[src/rtl/alu_op_decoder.sv]
// RV32I ALU-class decode stage: one registered stage with valid/ready handshake,
// producing the one-hot ALU select, register indices, immediate and operand-select flags.
module alu_op_decoder #(
    parameter int XLEN = 32,
    parameter int OPW  = 11
) (
    input  logic            clk,
    input  logic            reset,
    input  logic            flush,
    input  logic            in_valid,
    output logic            in_ready,
    input  logic [31:0]     in_inst,
    input  logic [XLEN-1:0] in_pc,
    output logic            out_valid,
    input  logic            out_ready,
    output logic [OPW-1:0]  alu_op,
    output logic [4:0]      rs1,
    output logic [4:0]      rs2,
    output logic [4:0]      rd,
    output logic            rd_we,
    output logic [XLEN-1:0] imm,
    output logic            src1_is_pc,
    output logic            src2_is_imm,
    output logic [XLEN-1:0] pc_out,
    output logic            illegal
);

    localparam logic [OPW-1:0] A_ADD  = OPW'(1) << 0;
    localparam logic [OPW-1:0] A_SUB  = OPW'(1) << 1;
    localparam logic [OPW-1:0] A_SLT  = OPW'(1) << 2;
    localparam logic [OPW-1:0] A_SLTU = OPW'(1) << 3;
    localparam logic [OPW-1:0] A_AND  = OPW'(1) << 4;
    localparam logic [OPW-1:0] A_OR   = OPW'(1) << 5;
    localparam logic [OPW-1:0] A_XOR  = OPW'(1) << 6;
    localparam logic [OPW-1:0] A_SLL  = OPW'(1) << 7;
    localparam logic [OPW-1:0] A_SRL  = OPW'(1) << 8;
    localparam logic [OPW-1:0] A_SRA  = OPW'(1) << 9;
    localparam logic [OPW-1:0] A_LUI  = OPW'(1) << 10;

    localparam logic [6:0] OPC_OP    = 7'b0110011;
    localparam logic [6:0] OPC_OPIMM = 7'b0010011;
    localparam logic [6:0] OPC_LUI   = 7'b0110111;
    localparam logic [6:0] OPC_AUIPC = 7'b0010111;
    localparam logic [6:0] OPC_LOAD  = 7'b0000011;
    localparam logic [6:0] OPC_STORE = 7'b0100011;
    localparam logic [6:0] F7_ZERO   = 7'b0000000;
    localparam logic [6:0] F7_ALT    = 7'b0100000;

    typedef struct packed {
        logic [OPW-1:0]  op;
        logic [4:0]      rs1;
        logic [4:0]      rs2;
        logic [4:0]      rd;
        logic            we;
        logic [XLEN-1:0] imm;
        logic            s1pc;
        logic            s2imm;
        logic            ill;
        logic [XLEN-1:0] pc;
    } dec_t;

    function automatic logic [OPW-1:0] f3_op(input logic [2:0] f3);
        case (f3)
            3'b000:  f3_op = A_ADD;
            3'b001:  f3_op = A_SLL;
            3'b010:  f3_op = A_SLT;
            3'b011:  f3_op = A_SLTU;
            3'b100:  f3_op = A_XOR;
            3'b101:  f3_op = A_SRL;
            3'b110:  f3_op = A_OR;
            default: f3_op = A_AND;
        endcase
    endfunction

    logic [6:0] opc, f7;
    logic [2:0] f3;
    logic       accept;
    logic       vld_q;
    dec_t       d, q;

    assign opc = in_inst[6:0];
    assign f3  = in_inst[14:12];
    assign f7  = in_inst[31:25];

    always_comb begin
        d       = '0;
        d.rs1   = in_inst[19:15];
        d.rs2   = in_inst[24:20];
        d.pc    = in_pc;
        case (opc)
            OPC_OP: begin
                d.op = f3_op(f3);
                d.we = 1'b1;
                if (f7 == F7_ALT && f3 == 3'b000)      d.op  = A_SUB;
                else if (f7 == F7_ALT && f3 == 3'b101) d.op  = A_SRA;
                else if (f7 != F7_ZERO)                d.ill = 1'b1;
            end
            OPC_OPIMM: begin
                d.op    = f3_op(f3);
                d.we    = 1'b1;
                d.s2imm = 1'b1;
                d.imm   = {{20{in_inst[31]}}, in_inst[31:20]};
                // Shift immediates carry funct7 in imm[11:5]; only shamt feeds the ALU.
                if (f3 == 3'b001 || f3 == 3'b101) begin
                    d.imm = {27'b0, in_inst[24:20]};
                    if (f3 == 3'b101 && f7 == F7_ALT) d.op  = A_SRA;
                    else if (f7 != F7_ZERO)           d.ill = 1'b1;
                end
            end
            OPC_LUI: begin
                d.op    = A_LUI;
                d.we    = 1'b1;
                d.s2imm = 1'b1;
                d.imm   = {in_inst[31:12], 12'b0};
            end
            OPC_AUIPC: begin
                d.op    = A_ADD;
                d.we    = 1'b1;
                d.s1pc  = 1'b1;
                d.s2imm = 1'b1;
                d.imm   = {in_inst[31:12], 12'b0};
            end
            OPC_LOAD: begin
                d.op    = A_ADD;
                d.we    = 1'b1;
                d.s2imm = 1'b1;
                d.imm   = {{20{in_inst[31]}}, in_inst[31:20]};
            end
            OPC_STORE: begin
                d.op    = A_ADD;
                d.s2imm = 1'b1;
                d.imm   = {{20{in_inst[31]}}, in_inst[31:25], in_inst[11:7]};
            end
            default: d.ill = 1'b1;
        endcase
        // Illegal bundles still flow so execute can trap, but must not act.
        if (d.ill) begin
            d.op    = '0;
            d.we    = 1'b0;
            d.imm   = '0;
            d.s1pc  = 1'b0;
            d.s2imm = 1'b0;
        end
        if (in_inst[11:7] == 5'd0) d.we = 1'b0;
        d.rd = d.we ? in_inst[11:7] : 5'd0;
    end

    assign in_ready = ~vld_q | out_ready;
    assign accept   = in_valid & in_ready & ~flush;

    always_ff @(posedge clk or posedge reset) begin
        if (reset) begin
            vld_q <= 1'b0;
            q     <= '0;
        end else begin
            if (flush)          vld_q <= 1'b0;
            else if (accept)    vld_q <= 1'b1;
            else if (out_ready) vld_q <= 1'b0;
            if (accept) q <= d;
        end
    end

    assign out_valid   = vld_q;
    assign alu_op      = q.op;
    assign rs1         = q.rs1;
    assign rs2         = q.rs2;
    assign rd          = q.rd;
    assign rd_we       = q.we;
    assign imm         = q.imm;
    assign src1_is_pc  = q.s1pc;
    assign src2_is_imm = q.s2imm;
    assign pc_out      = q.pc;
    assign illegal     = q.ill;

endmodule

[config.mk]
export PLATFORM = sky130hd
export DESIGN_NAME = alu_op_decoder
export DESIGN_NICKNAME = d
export VERILOG_FILES = /design/src/rtl/alu_op_decoder.sv
export SDC_FILE = /design/constraint.sdc
export NUM_CORES = 1
export LEC_CHECK = 0
export CAP_MARGIN = 20
export CORE_MARGIN = 4
export CORE_UTILIZATION = 30
export CTS_CLUSTER_SIZE = 24
export DETAILED_ROUTE_END_ITERATION = 10
export PLACE_DENSITY = 0.57
export SLEW_MARGIN = 5
export SYNTH_ARGS = -nofsm -noshare
export SYNTH_HDL_FRONTEND = slang
export SYNTH_SLANG_ARGS = --single-unit
[constraint.sdc]
create_clock -name clk -period 3.8 [get_ports clk]
set_input_delay 0.76 -clock clk [delete_from_list [all_inputs] [get_ports clk]]
set_output_delay 0.76 -clock clk [all_outputs]
set_load 0.02 [all_outputs]
==> impl_metrics.csv <==
group,metric,value,unit
floorplanning,dieWidth,123,µm
critical_path,r2r-start,"out_valid",
grt,use_met1,22.0,%
sta,rsz0062_at_grt,"false",
clock_tree,clk_pin_slew,0.06,ns
floorplanning,dieHeight,123,µm
grt,grt_max_degree,108,
pwr,powerDensity,422,nW/µm²
critical_path,crit_fanout,3,
sta,tightest_slew,0.886,ns
grt,grt_first_pass_wirelength,19.5,mm
sta,fin_crit_sh,73.5,%
drt,firstDrtPassIters,4,
logic_synthesis,synth_top_cell_by_area,"dfrtp_1",
critical_path,critical_path_arrival,2.03,ns
clock_tree,cts_tree,"done",
min_path,hold_path.class,"reg2reg",
clock_tree,postCtsHoldBufs,0,
logic_synthesis,synth-seq-area-share,59.4,%
grt,use_met3,5.12,%
sta,fmax,0.358,GHz
drt,viasPerCell,4.73,
critical_path,timing.rr.end,"rd[2]",
finish,final_cell_mix,"178 x nand2_1, 164 x clkdlybuf4s50_1, 95 x dfrtp_1",
grt,overflow,0,
pwr,leakage,2.81,nW
placement,port_buffers,164,
logic_synthesis,synth_nets,500,
critical_path,critPathKind,"in2out",
drt,wl_per_cell,16.5,µm
min_path,hold_start,"rs2[3]",
drt,vias,3602,
grt,grt_pass1_vias,3662,
logic_synthesis,yosysUniqueCellTypes,39,
critical_path,timing.reg2reg.setup_slack,1.99,ns
logic_synthesis,ys.flop_type,"dfrtp_1",
drt,drc,0,
finish,fillers,1234,
sta,fin_tns_setup,0,ns
clock_tree,clock_sinks,95,
sta,timing.slew.headroom,40.9,%
finish,syn_to_final_growth,53.2,%
placement,dp_hpwl,8.85,mm
outcome,status,"finished clean",
finish,n_antenna_cell,0,
clock_tree,cts_root_buf,"clkbuf_16",
clock_tree,post_cts_resized,0,
sta,slew_viol_final,0,
floorplanning,ios,165,
logic_synthesis,synth_top_area_share,59.4,%
sta,setup_viol,0,
grt,grt_busiest_layer,"met2",
clock_tree,h-tree-depth,3,
finish,drive_above_1_share,5.25,%
clock_tree,cts_setup_buffers,0,
grt,met2_usage,25.8,%
floorplanning,dieArea,15200,µm²
sta,clock_skew,0.00299,ns
floorplanning,core,12800,µm²
run,maxCapViolCount,0,
clock_tree,insertion_delay,0.34,ns
finish,nNetsFinal,655,
min_path,hold_path_depth,2,
drt,routed_wl,12.5,mm
clock_tree,cts_made_buffers,9,
critical_path,start_kind,"input port",
logic_synthesis,syn_area,4000,µm²
logic_synthesis,synth_area_leaders,"dfrtp_1 59%, nand2_1 17%, nand3_1 5.8%",
logic_synthesis,synth_edf_count,0,
sta,finalCriticalPeriod,2.79,ns
drt,drt_iter0_drc,266,
logic_synthesis,syn_avg_cell_area,9.28,µm²
pwr,vdd_drop_max,0.165,mV
logic_synthesis,yosys_register_bits,95,
finish,final_util,47.8,%
logic_synthesis,async_reset_ff_share,100,%
placement,gp_congestion,0.820,
clock_tree,clock_path_buffers,2,
grt,antenna_found_initial,0,
drt,drtAntennaViolNets,0,
floorplanning,initial_core_util,31.2,%
critical_path,endpoint_kind,"output port",
critical_path,worst_r2r_path_depth,5,
sta,hold_viol,0,
min_path,hold_end,"rs2[3]",
pwr,total_power,2.58,mW
floorplanning,rows,41,
logic_synthesis,yosys_warnings,0,
critical_path,critPathRequiredTime,3.04,ns
logic_synthesis,synth_cells,431,
finish,layout_commonest_cell,"nand2_1",
grt,grt_usage,16.7,%
sta,whs,0.474,ns
[worst max path at each step]
stage                     startpoint        end  slack, ns  depth (start not counted)
after floorplan                reset  alu_op[0]       0.56                          1
after global placement    in_inst[5]      rd[0]       0.90                          5
after detailed placement  in_inst[5]      rd[2]       0.80                          5
after CTS                  out_ready   in_ready       1.01                          4
after global routing       out_ready   in_ready       0.90                          4
final                      out_ready   in_ready       1.01                          4
[report_power, final]
part / total [mW] / internal (mW) / switching [mW] / leakage, nW
sequential: 1.12 / 1.09 / 0.0380 / 1.25
combinational: 0.495 / 0.234 / 0.261 / 1.40
clock: 0.967 / 0.589 / 0.378 / 0.155
[cell type report]
cell class | instances | area (µm²) | area share [%]
clock buffer | 11 | 243 | 3.96
clock inverter | 4 | 70.1 | 1.14
inverter | 5 | 21.3 | 0.347
multi-input combinational | 304 | 1500 | 24.4
sequential | 95 | 2380 | 38.8
tap | 172 | 215 | 3.51
timing repair buffer | 171 | 1710 | 27.8
[cells in the mapped netlist (2+ instances only)]
| cell type | n |
|---|---|
| a22o_1 | 8 |
| a22oi_1 | 5 |
| and3_1 | 4 |
| buf_1 | 5 |
| buf_2 | 2 |
| clkbuf_1 | 18 |
| dfrtp_1 | 95 |
| inv_1 | 5 |
| nand2_1 | 178 |
| nand2b_1 | 2 |
| nand3_1 | 46 |
| nand3b_1 | 3 |
| nand4_1 | 3 |
| nor2_1 | 8 |
| nor2b_1 | 2 |
| nor3b_1 | 2 |
| o21ai_0 | 14 |
| o31ai_1 | 5 |
| o41ai_1 | 5 |
| o41ai_2 | 2 |
[state kept, by name, indices dropped and copies added, names as in the netlist]
| register | flops |
|---|---|
| alu_op | 11 |
| illegal | 1 |
| imm | 32 |
| out_valid | 1 |
| pc_out | 32 |
| rd | 5 |
| rd_we | 1 |
| rs1 | 5 |
| rs2 | 5 |
| src1_is_pc | 1 |
| src2_is_imm | 1 |
[routing by layer]
metal  vias to the layer above  routed length [µm]
met2                       132                5660
met3                        16                1080
li1                       1747                   -
met1                      1707                5550
met5                         -                   0
met4                         0                 245
[cells by family after synthesis]
kind of cell | synth area share, %
compound gates | 9.48
simple gates | 27.8
buf+inv | 3.28
flops | 59.4
[critical path, stage by stage]
cell and delay, ns:
clkdlybuf4s50_1 0.40, nor2b_1 0.22, inv_1 0.10, clkdlybuf4s50_1 0.55
[through the flow]
stage / instances / worst slack [ns] / area [µm²]
after global routing: 762 / 0.905 / 6130
final: 762 / 1.01 / 6130
after global placement: 747 / 0.901 / 5820
after floorplan: 431 / 0.563 / 4000
after detailed placement: 747 / 0.798 / 5820
after CTS: 762 / 1.01 / 6130
Note: power is estimated with default switching activity, not from simulation.
